**config.mk**
```make
export PLATFORM = sky130hd
export DESIGN_NAME = act_feeder
export DESIGN_NICKNAME = d
export VERILOG_FILES = /design/src/rtl/act_feeder.sv
export SDC_FILE = /design/constraint.sdc
export NUM_CORES = 1
export LEC_CHECK = 0
export CORE_MARGIN = 5
export CORE_UTILIZATION = 45
export CTS_CLUSTER_DIAMETER = 40
export DETAILED_ROUTE_END_ITERATION = 8
export GPL_ROUTABILITY_DRIVEN = 0
export HOLD_SLACK_MARGIN = 0.06
export PLACE_DENSITY = 0.66
export SLEW_MARGIN = 15
export SYNTH_ARGS = -nofsm -noshare
export SYNTH_HDL_FRONTEND = slang
export SYNTH_SLANG_ARGS = --single-unit
```
**constraint.sdc**
```tcl
create_clock -name clk -period 22.3 [get_ports clk]
set_clock_uncertainty 0.1 [all_clocks]
set_input_delay 2.23 -clock clk [delete_from_list [all_inputs] [get_ports clk]]
set_output_delay 2.23 -clock clk [all_outputs]
set_load 0.1 [all_outputs]
```
**src/rtl/act_feeder.sv**
```systemverilog
// act_feeder -- row feeder in front of the skew-delay stage.
//
// Buffers whole activation rows (N lanes of DATA_W bits) in a small FIFO and
// emits them one per cycle as a registered, unskewed row. After the last row
// of a tile, the feeder drains for N-1 zero cycles so the downstream skew
// stage can empty. The end of the drain is flagged with a one-cycle tile_done.
//
// Optional build feature: define ACT_FEEDER_STATS_EN to add the stall_cycles
// counter. It is a saturating count of STREAM cycles that had no row to send.
//
// Ports
//   clk          single clock, rising edge
//   rst          asynchronous reset, active low
//   in_valid     upstream row valid
//   in_ready     FIFO not full
//   in_data      input row, lane i goes to out_data[i]
//   in_last      row is the final row of a tile
//   out_data     registered row, zero when out_valid is low
//   out_valid    out_data carries a real row
//   busy         FSM is not IDLE
//   tile_done    one-cycle pulse when a tile's drain completes
//   stall_cycles (ACT_FEEDER_STATS_EN only) saturating bubble count
//
// state  | meaning
// IDLE   | waiting for the first row of a tile
// STREAM | popping one row per cycle, a bubble when the FIFO is empty
// FLUSH  | N-1 zero cycles after a last row, no pops
module act_feeder #(
  parameter int N          = 8,
  parameter int DATA_W     = 32,
  parameter int FIFO_DEPTH = 4
) (
  input  logic              clk,
  input  logic              rst,
  input  logic              in_valid,
  output logic              in_ready,
  input  logic [DATA_W-1:0] in_data [N-1:0],
  input  logic              in_last,
  output logic [DATA_W-1:0] out_data [N-1:0],
  output logic              out_valid,
  output logic              busy,
  output logic              tile_done
`ifdef ACT_FEEDER_STATS_EN
  ,
  output logic [31:0]       stall_cycles
`endif
);

  localparam int AW    = $clog2(FIFO_DEPTH);
  localparam int CNT_W = $clog2(N) + 1;

  localparam logic [1:0] IDLE   = 2'd0;
  localparam logic [1:0] STREAM = 2'd1;
  localparam logic [1:0] FLUSH  = 2'd2;

  localparam logic [AW:0]      PTR_ONE = 1;
  localparam logic [CNT_W-1:0] CNT_ONE = 1;

  logic [DATA_W-1:0] mem_data [FIFO_DEPTH-1:0][N-1:0];
  logic              mem_last [FIFO_DEPTH-1:0];

  logic [AW:0]       wr_ptr, rd_ptr;
  logic [1:0]        state;
  logic [CNT_W-1:0]  cnt;
  logic              last_pend;
  logic              full, empty, push, pop, head_last;

  // The extra top pointer bit tells a full FIFO from an empty one.
  assign empty     = (wr_ptr == rd_ptr);
  assign full      = (wr_ptr[AW] != rd_ptr[AW]) && (wr_ptr[AW-1:0] == rd_ptr[AW-1:0]);
  assign in_ready  = !full;
  assign push      = in_valid && !full;
  assign pop       = !empty && (state != FLUSH);
  assign head_last = mem_last[rd_ptr[AW-1:0]];
  assign busy      = (state != IDLE);

  always_ff @(posedge clk) begin
    if (push) begin
      for (int i = 0; i < N; i++) mem_data[wr_ptr[AW-1:0]][i] <= in_data[i];
      mem_last[wr_ptr[AW-1:0]] <= in_last;
    end
  end

  always_ff @(posedge clk or negedge rst) begin
    if (!rst) begin
      state     <= IDLE;
      wr_ptr    <= '0;
      rd_ptr    <= '0;
      cnt       <= '0;
      out_valid <= 1'b0;
      tile_done <= 1'b0;
      last_pend <= 1'b0;
      for (int i = 0; i < N; i++) out_data[i] <= '0;
    end else begin
      if (push) wr_ptr <= wr_ptr + PTR_ONE;
      if (pop)  rd_ptr <= rd_ptr + PTR_ONE;

      // With N == 1 there is no drain; the pulse trails the last row by one cycle.
      tile_done <= last_pend || ((state == FLUSH) && (cnt == CNT_ONE));
      last_pend <= 1'b0;

      case (state)
        IDLE, STREAM: begin
          if (pop) begin
            for (int i = 0; i < N; i++) out_data[i] <= mem_data[rd_ptr[AW-1:0]][i];
            out_valid <= 1'b1;
            if (head_last) begin
              if (N > 1) begin
                state <= FLUSH;
                cnt   <= CNT_W'(N - 1);
              end else begin
                state     <= IDLE;
                last_pend <= 1'b1;
              end
            end else begin
              state <= STREAM;
            end
          end else begin
            for (int i = 0; i < N; i++) out_data[i] <= '0;
            out_valid <= 1'b0;
          end
        end
        FLUSH: begin
          for (int i = 0; i < N; i++) out_data[i] <= '0;
          out_valid <= 1'b0;
          cnt       <= cnt - CNT_ONE;
          if (cnt == CNT_ONE) state <= IDLE;
        end
        default: begin
          state     <= IDLE;
          out_valid <= 1'b0;
          for (int i = 0; i < N; i++) out_data[i] <= '0;
        end
      endcase
    end
  end

`ifdef ACT_FEEDER_STATS_EN
  always_ff @(posedge clk or negedge rst) begin
    if (!rst) begin
      stall_cycles <= '0;
    end else if ((state == STREAM) && empty && (stall_cycles != 32'hFFFF_FFFF)) begin
      stall_cycles <= stall_cycles + 32'd1;
    end
  end
`endif

endmodule

```
# Yosys cells after proc, flatten, opt, wreduce, memory -nomap -nowiden
# Memories as Yosys holds them, arrays and structs flattened.
# Index checks and enable logic that the tools add are counted.
[word_totals]
ff_bits = 270
latch_bits = 0
ramBits = 1028
romBits = 0
input_bits = 260
output_inout_bits = 260
mem_count = 2
[op_classes]
addsub = 3
mul = 0
n_div = 0
order_cmp = 0
n_eq_ne = 10
shift = 0
n_mux = 13
bitwise_logic = 0
n_reduce_logical = 12
[memory_table]
columns = ["memory", "depth", "width", "read_ports", "rd_ports_with_merged_regs", "wr", "line_no", "rtl"]
rows = [
  ["mem_data", 4, 256, 1, 0, 1, "59", "logic [DATA_W-1:0] mem_data [FIFO_DEPTH-1:0][N-1:0];"],
  ["mem_last", 4, 1, 1, 0, 1, "60", "logic mem_last [FIFO_DEPTH-1:0];"],
]
[op_table]
columns = ["op", "count"]
rows = [
  ["2-to-1 mux 256 bit", 2],
  ["2-to-1 mux 4 bit", 2],
  ["one-hot mux 4 bit (2 select lines)", 1],
  ["adder 3 x 1 -> 3 bit (second input constant)", 2],
  ["2-to-1 mux 2 bit", 3],
  ["inequality test 2 bit (second input constant)", 3],
  ["== test 4 x 1 -> 1 bit (second input constant)", 1],
  ["logical AND 1 bit", 4],
  ["2-to-1 mux 1 bit", 4],
  ["one-hot mux 2 bit (2 select lines)", 1],
  ["nonzero test 2 bit", 2],
  ["subtractor 4 x 1 -> 4 bit (second input constant)", 1],
  ["== test 3 bit", 1],
  ["AND reduction 3 bit", 1],
  ["== test 2 x 1 -> 1 bit (second input constant)", 1],
  ["== test 2 bit", 1],
  ["== test 2 bit (second input constant)", 1],
  ["zero test 1 bit", 2],
  ["zero test 2 bit", 1],
  ["inequality test 2 x 1 -> 1 bit (second input constant)", 1],
  ["AND reduction 2 bit", 1],
  ["OR reduction 2 bit", 1],
  ["inequality test 1 bit", 1],
]

# Longest topological paths before layout
# Gate-level depths: netlist of run 1.
[logic_depth]
word_depth = 6
depth_mapped = 6
depth_no_buf = 5

# Least setup slack after synthesis of run 1
# OpenSTA, ideal clock, no wires.
[synth_timing]
path_kind = "input port to flip-flop"
from = "input in_valid"
to = "memory mem_data[0][0] in the netlist's numbering, enable pin"
setup_ps = 652
arrival_time_ps = 8134
required_time_ps = 21548
path_slack_ps = 13414
path_stages = 1
n_path_buf = 0
path_cell_list = "and3_1"
[synth_via]
elab_chain_len = 3
[synth_lines]
columns = ["item", "line_no", "rtl"]
rows = [
  ["from (decl)", "35", "input logic in_valid,"],
  ["logical AND 1 bit", "72", "assign push = in_valid && !full;"],
  ["2-to-1 mux 1 bit", "78", "if (push) begin"],
  ["2-to-1 mux 1 bit (not written as such)", "79", "for (int i = 0; i < N; i++) mem_data[wr_ptr[AW-1:0]][i] <= in_data[i];"],
  ["to (decl)", "59", ""],
]
# Every way passes these cells.

# Worst setup path after layout of run 1
[layout_timing]
from = "register rd_ptr[1]"
to = "output in_ready"
[layout_via]
elab_chain_len = 3
[layout_lines]
columns = ["item", "line_no", "rtl"]
rows = [
  ["from (decl)", "62", "logic [AW:0] wr_ptr, rd_ptr;"],
  ["from (signal assigned)", "96", "if (pop) rd_ptr <= rd_ptr + PTR_ONE;"],
  ["== test 2 bit", "70", "assign full = (wr_ptr[AW] != rd_ptr[AW]) && (wr_ptr[AW-1:0] == rd_ptr[AW-1:0]);"],
  ["logical AND 1 bit", "70", ""],
  ["zero test 1 bit", "71", "assign in_ready = !full;"],
  ["to (decl)", "36", "output logic in_ready,"],
]
# Every way passes these cells.

==> summary.md, run 1 <==
| Metric | Value |
|---|---|
| Status | `complete, no violations` |
| Min-Delay Path Depth | `1` |
| Synth unique cells | `33` |
| H-tree depth | `4` |
| Initial DRC count | `1298` |
| Worst min path class | `reg -> reg` |
| Die ar. | `109000 sq um` |
| Period utilization | `0.257` |
| Area growth syn-to-layout | `26.5%` |
| #FFs+latches synth | `1298` |
| Max_cap viols | `0` |
| Post-Synth Simple-Gate Area | `0.0369` |
| Worst Reg2Reg Path Length in Cells | `4` |
| Register area share after synthesis | `0.820` |
| Io pins | `520` |
| PostCTS Resize Cnt | `0` |
| Compound-Gate Fraction of Synth Area | `0.00232` |
| Peak supply drop | `0.000152 V` |
| Clk buf depth | `3` |
| Sum Neg Setup Slack | `0 ps` |
| Clock transition at path regs | `60 ps` |
| Max-Slew Margin vs Limit | `0.148` |
| Class of the most critical setup path | `reg -> out` |
| Clock Sink Count | `1298` |
| Leak pwr | `20.0 nW` |
| Area share of the largest cell type after synthesis | `0.672` |
| Post-synthesis cell count | `1956` |
| Synth Area in XOR/XNOR | `0.00243` |
| IO buf count | `519` |
| Total GRT Usage | `0.178` |
| RSZ-0062 raised after global routing | `no` |
| CTS tree | `yes` |
| Most frequent cells in the layout | `edfxtp_1 (1028), clkdlybuf4s50_1 (518), dfrtp_1 (268)` |
| Final hold vios | `0` |
| Detailed placement HPWL | `55.6 mm` |
| Post-layout util | `0.572` |
| Number of cell rows | `117` |
| Largest family of logic cells by synthesized area | `multiplexers` |
| Worst setup EP type | `primary output` |
| Worst slew pin tran | `1280 ps` |
| PD cells | `161 nW/um^2` |
| Routed vias | `21.0k` |
| Post-route DRC | `0` |
| Initial antenna violation count | `30` |
| Synth area leader | `edfxtp_1` |
| Mapped Avg Cell Area | `23.5 sq um` |
| Crit path DAT | `3410 ps` |
| CTS hold repair buffers | `0` |
| Cell area after synthesis | `45900 sq um` |
| Fin crit period | `5740 ps` |
| Die height | `329 microns` |
| CTS buffer count | `154` |
| Yosys warns | `0` |
| Area contributors post-synth | `edfxtp_1 (67%), dfrtp_1 (15%), mux4_2 (13%)` |
| Global route overflow | `0` |
| DRT antenna net count | `0` |
| Worst setup SP type | `flop` |
| Setup ws final | `16560 ps` |
| Total wire length | `96.9 mm` |
| Pre-CTS WS | `17010 ps` |
| Post-Synthesis Net Count | `2223` |
| Vias per std cell | `5.14` |
| Core Area | `102000 sq um` |
| Postcts setup bufs | `0` |
| Vias in the first global route | `22.6k` |
| Final Max Tran Viols | `0` |
| Root buffer cell | `clkbuf_16` |
| Number of nets in the layout | `2831` |
| Die W | `329 microns` |
| Worst-skew pair later-pin latency | `740 ps` |
| Final setup vio count | `0` |
| WL per Instance | `23.7 microns` |
| Post-Synth Adder-Cell Area | `0.00191` |
| First-pass GRT wire length | `144 mm` |
| Peak fanout along the critical path | `41` |
| Initial core utilization | `0.452` |
| Worst path required time | `19970 ps` |
| Mux share of post-synthesis cell area | `0.127` |
| Share of cells above drive strength 1 | `0.202` |
| Fmax achieved | `174 MHz` |
| DRT Pass-1 Iters | `4` |
| Commonest non-fill, non-tap cell in the layout | `edfxtp_1` |
| Largest net degree at the start of global routing | `153` |
## where the power goes
group | total (mW) | switching (mW) | internal [mW]
combinational | 3.31 | 2.28 | 1.04
clock | 2.56 | 0.988 | 1.57
sequential | 3.50 | 0.196 | 3.30
total | 9.37 | 3.46 | 5.91
## worst max-delay path, cell delays in order, from the launching register on
cell             delay [ps]
dfrtp_4                 840
xor2_2                  400
or3_1                   240
clkdlybuf4s50_1        1180
## cell usage after synthesis (all sizes together)
cell type / n
nor4: 1
xor2: 4
buf: 67
mux2: 2
o31ai: 4
nand2: 1
nor2: 5
a2bb2oi: 1
ha: 7
a22oi: 1
nand2b: 1
mux2i: 1
clkbuf: 21
mux4: 257
or3: 1
or4: 1
edfxtp: 1028
or2: 1
a31oi: 1
o311ai: 2
a211o: 1
nor2b: 258
inv: 7
a22o: 1
o21ai: 1
dfrtp: 270
xnor2: 7
and3: 4
## cells by family (layout without fill, tap and decap cells)
| kind of cell | Yosys count | in the layout |
|---|---|---|
| AOI/OAI and AO/OA | 12 | 12 |
| xor gates and xnor gates | 11 | 11 |
| other | 0 | 19 |
| buffers and inverters | 95 | 837 |
| and+or+nand+nor | 273 | 273 |
| muxes | 260 | 260 |
| adders and majority gates | 7 | 7 |
| DFF | 1298 | 1298 |
## layout make-up
cell class                 instances  area [sq um]
clock buffer                     200          4300
inverter                           7          33.8
clock inverter                    90          1080
antenna                           19          47.5
sequential                      1298         37600
tap                             1368          1710
timing repair buffer             540          5430
multi-input combinational        563          7840
fill                            7449         43500
## layer usage
| layer | vias to the layer above | wire, microns | GRT usage |
|---|---|---|---|
| li1 | 9057 | - | - |
| met1 | 11100 | 38400 | 0.228 |
| met2 | 631 | 48000 | 0.287 |
| met3 | 179 | 8000 | 0.0654 |
| met4 | 28 | 2230 | 0.0566 |
| met5 | - | 181 | 0 |
## per-stage QoR
stage / hold WS, ps / power [mW] / instances / area (sq um)
after floorplan: 402 / 6.10 / 1956 / 45900
after global placement: 423 / 6.88 / 3776 / 52600
after detailed placement: 427 / 6.93 / 3776 / 52600
after CTS: 440 / 9.52 / 4066 / 58000
after global routing: 453 / 9.77 / 4073 / 58000
final: 444 / 9.37 / 4085 / 58100
## path summary, 6_finish.rpt
| kind | slack [ps] | from | to |
|---|---|---|---|
| min | 440 | wr_ptr[2]$_DFFE_PN0N_ | wr_ptr[2]$_DFFE_PN0N_ |
| max in group asynchronous | 18460 | rst | out_data[54]$_DFF_PN0_ |
| min in group asynchronous | 1380 | rst | out_data[182]$_DFF_PN0_ |
| min reg2reg | 440 | wr_ptr[2]$_DFFE_PN0N_ | wr_ptr[2]$_DFFE_PN0N_ |
| max | 16560 | rd_ptr[1]$_DFFE_PN0P_ | in_ready |
| max reg2reg | 18510 | rd_ptr[1]$_DFFE_PN0P_ | mem_data[2][118]$_DFFE_PP_ |
## sequential cells by signal, summed over array words and instances, names as in the netlist
signal	cells
mem_data	1024
out_data	256
cnt	4
mem_last	4
rd_ptr	3
wr_ptr	3
state	2
out_valid	1
tile_done	1
No activity file was read; power rests on OpenSTA's default activity.
==> run 2: changes to the inputs <==
--- a/config.mk
+++ b/config.mk
@@ -11,7 +11,7 @@
 export DETAILED_ROUTE_END_ITERATION = 8
 export GPL_ROUTABILITY_DRIVEN = 0
 export HOLD_SLACK_MARGIN = 0.06
-export PLACE_DENSITY = 0.66
+export PLACE_DENSITY = 0.69
 export SLEW_MARGIN = 15
 export SYNTH_ARGS = -nofsm -noshare
 export SYNTH_HDL_FRONTEND = slang
==> constraint.sdc (replaced) <==
create_clock -name clk -period 5.1 [get_ports clk]
set_clock_uncertainty 0.1 [all_clocks]
set_input_delay 0.51 -clock clk [delete_from_list [all_inputs] [get_ports clk]]
set_output_delay 0.51 -clock clk [all_outputs]
set_load 0.1 [all_outputs]
==> run 2 against run 1 <==
  * Clock power increased to 4.4 times the previous value
  * Die area did not move
  * Power grew to 4.4 times the previous value
  * Register-to-register slack worse by 17000 ps
  * Sequential share of layout area fell by 0.31 points
  * Hold slack worse by 180 ps
  * Sequential power rose to 4.4 times the previous value
  * Utilization is 0.27 points higher
  * Critical endpoint unchanged
  * Largest cell class unchanged
  * Highest routed layer unchanged
==> summary.md, run 2 (same netlist as run 1, synthesis figures left out) <==
| Metric | Value |
|---|---|
| Worst min path class | `in -> async (was reg -> reg)` |
| Clock share of power | `0.274 (was 0.273)` |
| CTS buffer count | `155 (was 154)` |
| Fmax achieved | `239 MHz` |
| CTS tree | `yes (unchanged)` |
| CP Buf/Inv Count | `1 (unchanged)` |
| Die height | `329 microns (unchanged)` |
| Worst slew pin tran | `1140 ps (was 1280 ps)` |
| Io pins | `520 (unchanged)` |
| Share of cells above drive strength 1 | `0.211 (was 0.202)` |
| Switching Share | `0.370 (was 0.369)` |
| Final Max Tran Viols | `0 (unchanged)` |
| Routed vias | `21.0k (about the same)` |
| Largest net degree at the start of global routing | `145 (was 153)` |
| Worst path max stage delay | `1210 ps (was 1180 ps)` |
| Die ar. | `109000 sq um (unchanged)` |
| Comb pwr share | `0.354 (about the same)` |
| Leak pwr | `20.1 nW (was 20.0 nW)` |
| Sum Neg Setup Slack | `0 ps (unchanged)` |
| Initial DRC count | `1421 (was 1298)` |
| FF-to-FF Start | `rd_ptr[0]$_DFFE_PN0P_ (was rd_ptr[1]$_DFFE_PN0P_)` |
| Detailed placement HPWL | `56.9 mm (was 55.6 mm)` |
| Post-route DRC | `0 (unchanged)` |
| Worst Reg2Reg Path Length in Cells | `4 (unchanged)` |
| Fin crit period | `4190 ps` |
| Max-Slew Margin vs Limit | `0.238 (was 0.148)` |
| Worst setup SP type | `flop (unchanged)` |
| RR Endpoint | `mem_data[0][166]$_DFFE_PP_ (was mem_data[2][118]$_DFFE_PP_)` |
| Vias in the first global route | `22.9k (was 22.6k)` |
| Commonest non-fill, non-tap cell in the layout | `edfxtp_1 (unchanged)` |
| WL per Instance | `23.5 microns (was 23.7 microns)` |
| P_int | `25.9 mW (was 5.91 mW)` |
| Final setup vio count | `0 (unchanged)` |
| Worst setup EP type | `primary output (unchanged)` |
| Flop pwr share | `0.372 (was 0.373)` |
| Max_cap viols | `0 (unchanged)` |
| Postcts setup bufs | `0 (unchanged)` |
| Number of cell rows | `117 (unchanged)` |
| DRT Pass-1 Iters | `5 (was 4)` |
| Max reg flops | `1024 (unchanged)` |
| DRT antenna net count | `0 (unchanged)` |
| Total GRT Usage | `0.178 (about the same)` |
| Worst hold slack | `260 ps (was 444 ps)` |
| Worst path required time | `4490 ps (was 19970 ps)` |
| GRT met2 Usage | `0.293 (was 0.287)` |
| Delay-heaviest family, CP | `buffers and inverters (unchanged)` |
| Clk buf depth | `3 (unchanged)` |
| Peak fanout along the critical path | `34 (was 41)` |
| Busiest layer in global routing | `met2 (unchanged)` |
| GR Layer Usage met1 | `0.220 (was 0.228)` |
| Final hold vios | `0 (unchanged)` |
| Crit-path cells | `xor2_2 -> or3_1 -> clkdlybuf4s50_1 (unchanged)` |
| Global route overflow | `0 (unchanged)` |
| Peak supply drop | `0.000628 V (was 0.000152 V)` |
| RSZ-0062 raised after global routing | `no (unchanged)` |
| Die W | `329 microns (unchanged)` |
| Area growth syn-to-layout | `27.1% (was 26.5%)` |
| Total wire length | `96.2 mm (was 96.9 mm)` |
| Root buffer cell | `clkbuf_16 (unchanged)` |
| Initial core utilization | `0.452 (unchanged)` |
| Class of the most critical setup path | `reg -> out (unchanged)` |
| Number of nets in the layout | `2843 (was 2831)` |
| Clock transition at path regs | `60 ps (about the same)` |
| Core Area | `102000 sq um (unchanged)` |
| Most frequent cells in the layout | `edfxtp_1 (1028), clkdlybuf4s50_1 (514), dfrtp_1 (268) (was edfxtp_1 (1028), clkdlybuf4s50_1 (518), dfrtp_1 (268))` |
| Grt met3 use | `0.0733 (was 0.0654)` |
| Clock Sink Count | `1298 (unchanged)` |
| Period utilization | `0.821` |
| Vias per std cell | `5.12 (was 5.14)` |
| IO buf count | `519 (unchanged)` |
| First-pass GRT wire length | `145 mm (was 144 mm)` |
| Initial antenna violation count | `35 (was 30)` |
| CP max stage cell | `clkdlybuf4s50_1 (unchanged)` |
| Status | `complete, no violations (unchanged)` |
| H-tree depth | `4 (unchanged)` |
| Worst-skew pair later-pin latency | `740 ps (about the same)` |
| Sw power | `15.2 mW (was 3.46 mW)` |
| R2r setup slk | `1650 ps (was 18510 ps)` |
| PD cells | `704 nW/um^2 (was 161 nW/um^2)` |
| Crit path DAT | `3580 ps (was 3410 ps)` |
run 2: cell types whose count changed in the layout (fill, tap and decap cells not counted), moves of 2 or more:
cell,previous run,this run
buf_12,6,16
clkbuf_1,24,15
clkinv_4,5,11
buf_4,15,19
clkbuf_8,17,13
clkdlybuf4s50_1,518,514
clkinv_2,17,21
inv_6,16,19
clkinv_1,12,10
clkinv_8,3,5
clkinvlp_4,14,12
inv_4,0,2
run 2: repair_timing:
action | CTS | global route
endpoints found under the hold margin | 76 | 0
gates resized for setup | 0 | 0
hold buffers | 1 | 0
run 2: per-layer routing:
metal	vias to the layer above	wire length, microns
met5	-	171
met4	24	1970
met2	620	48400
met3	160	9230
met1	11100	36400
li1	9117	-
run 2: worst max path at each step:
stage                                      from                          to  slack (ps)  cells after the start
after global routing      rd_ptr[0]$_DFFE_PN0P_                    in_ready         700                      3
after global placement    rd_ptr[0]$_DFFE_PN0P_                    in_ready        1660                      3
final                     rd_ptr[0]$_DFFE_PN0P_                    in_ready         910                      3
after floorplan           rd_ptr[0]$_DFFE_PN0P_    mem_data[1][0]$_DFFE_PP_        -430                      4
after CTS                 rd_ptr[0]$_DFFE_PN0P_                    in_ready         780                      3
after detailed placement  rd_ptr[0]$_DFFE_PN0P_  mem_data[0][172]$_DFFE_PP_        1580                      4
run 2: layout make-up:
class,count,area [sq um]
Fill cell,7348,43200
Sequential cell,1298,37600
Multi-Input combinational cell,563,7850
Timing Repair Buffer,551,5630
Clock buffer,188,4240
Tap cell,1368,1710
Clock inverter,103,1210
Antenna cell,19,47.5
Inverter,7,30.0
run 2: metrics by stage:
step | power (mW) | util | worst slack, ps | instance area (sq um) | cells
finish | 41.1 | 0.574 | 914 | 58400 | 4097
global route | 42.9 | 0.574 | 700 | 58300 | 4085
CTS | 41.7 | 0.574 | 781 | 58300 | 4078
detailed placement | 30.3 | 0.520 | 1580 | 52900 | 3786
global placement | 30.1 | 0.520 | 1660 | 52900 | 3786
floorplan | 26.4 | - | -430 | 45900 | 1956
run 2: power groups by stage:
stage	Sequential [mW]	Combinational, mW	Clock (mW)
3_3_place_gp	15.4	14.7	0
5_1_grt	15.5	15.3	12.0
4_1_cts	15.3	14.9	11.5
6_report	15.3	14.6	11.3
3_5_place_dp	15.5	14.8	0
2_1_floorplan	20.7	5.72	0
run 2: worst reg2reg max path, cell delays in order (launching register included):
cell and delay, ps:
dfrtp_4 900, xor2_2 460, or3_1 260, and3_4 800, buf_4 560
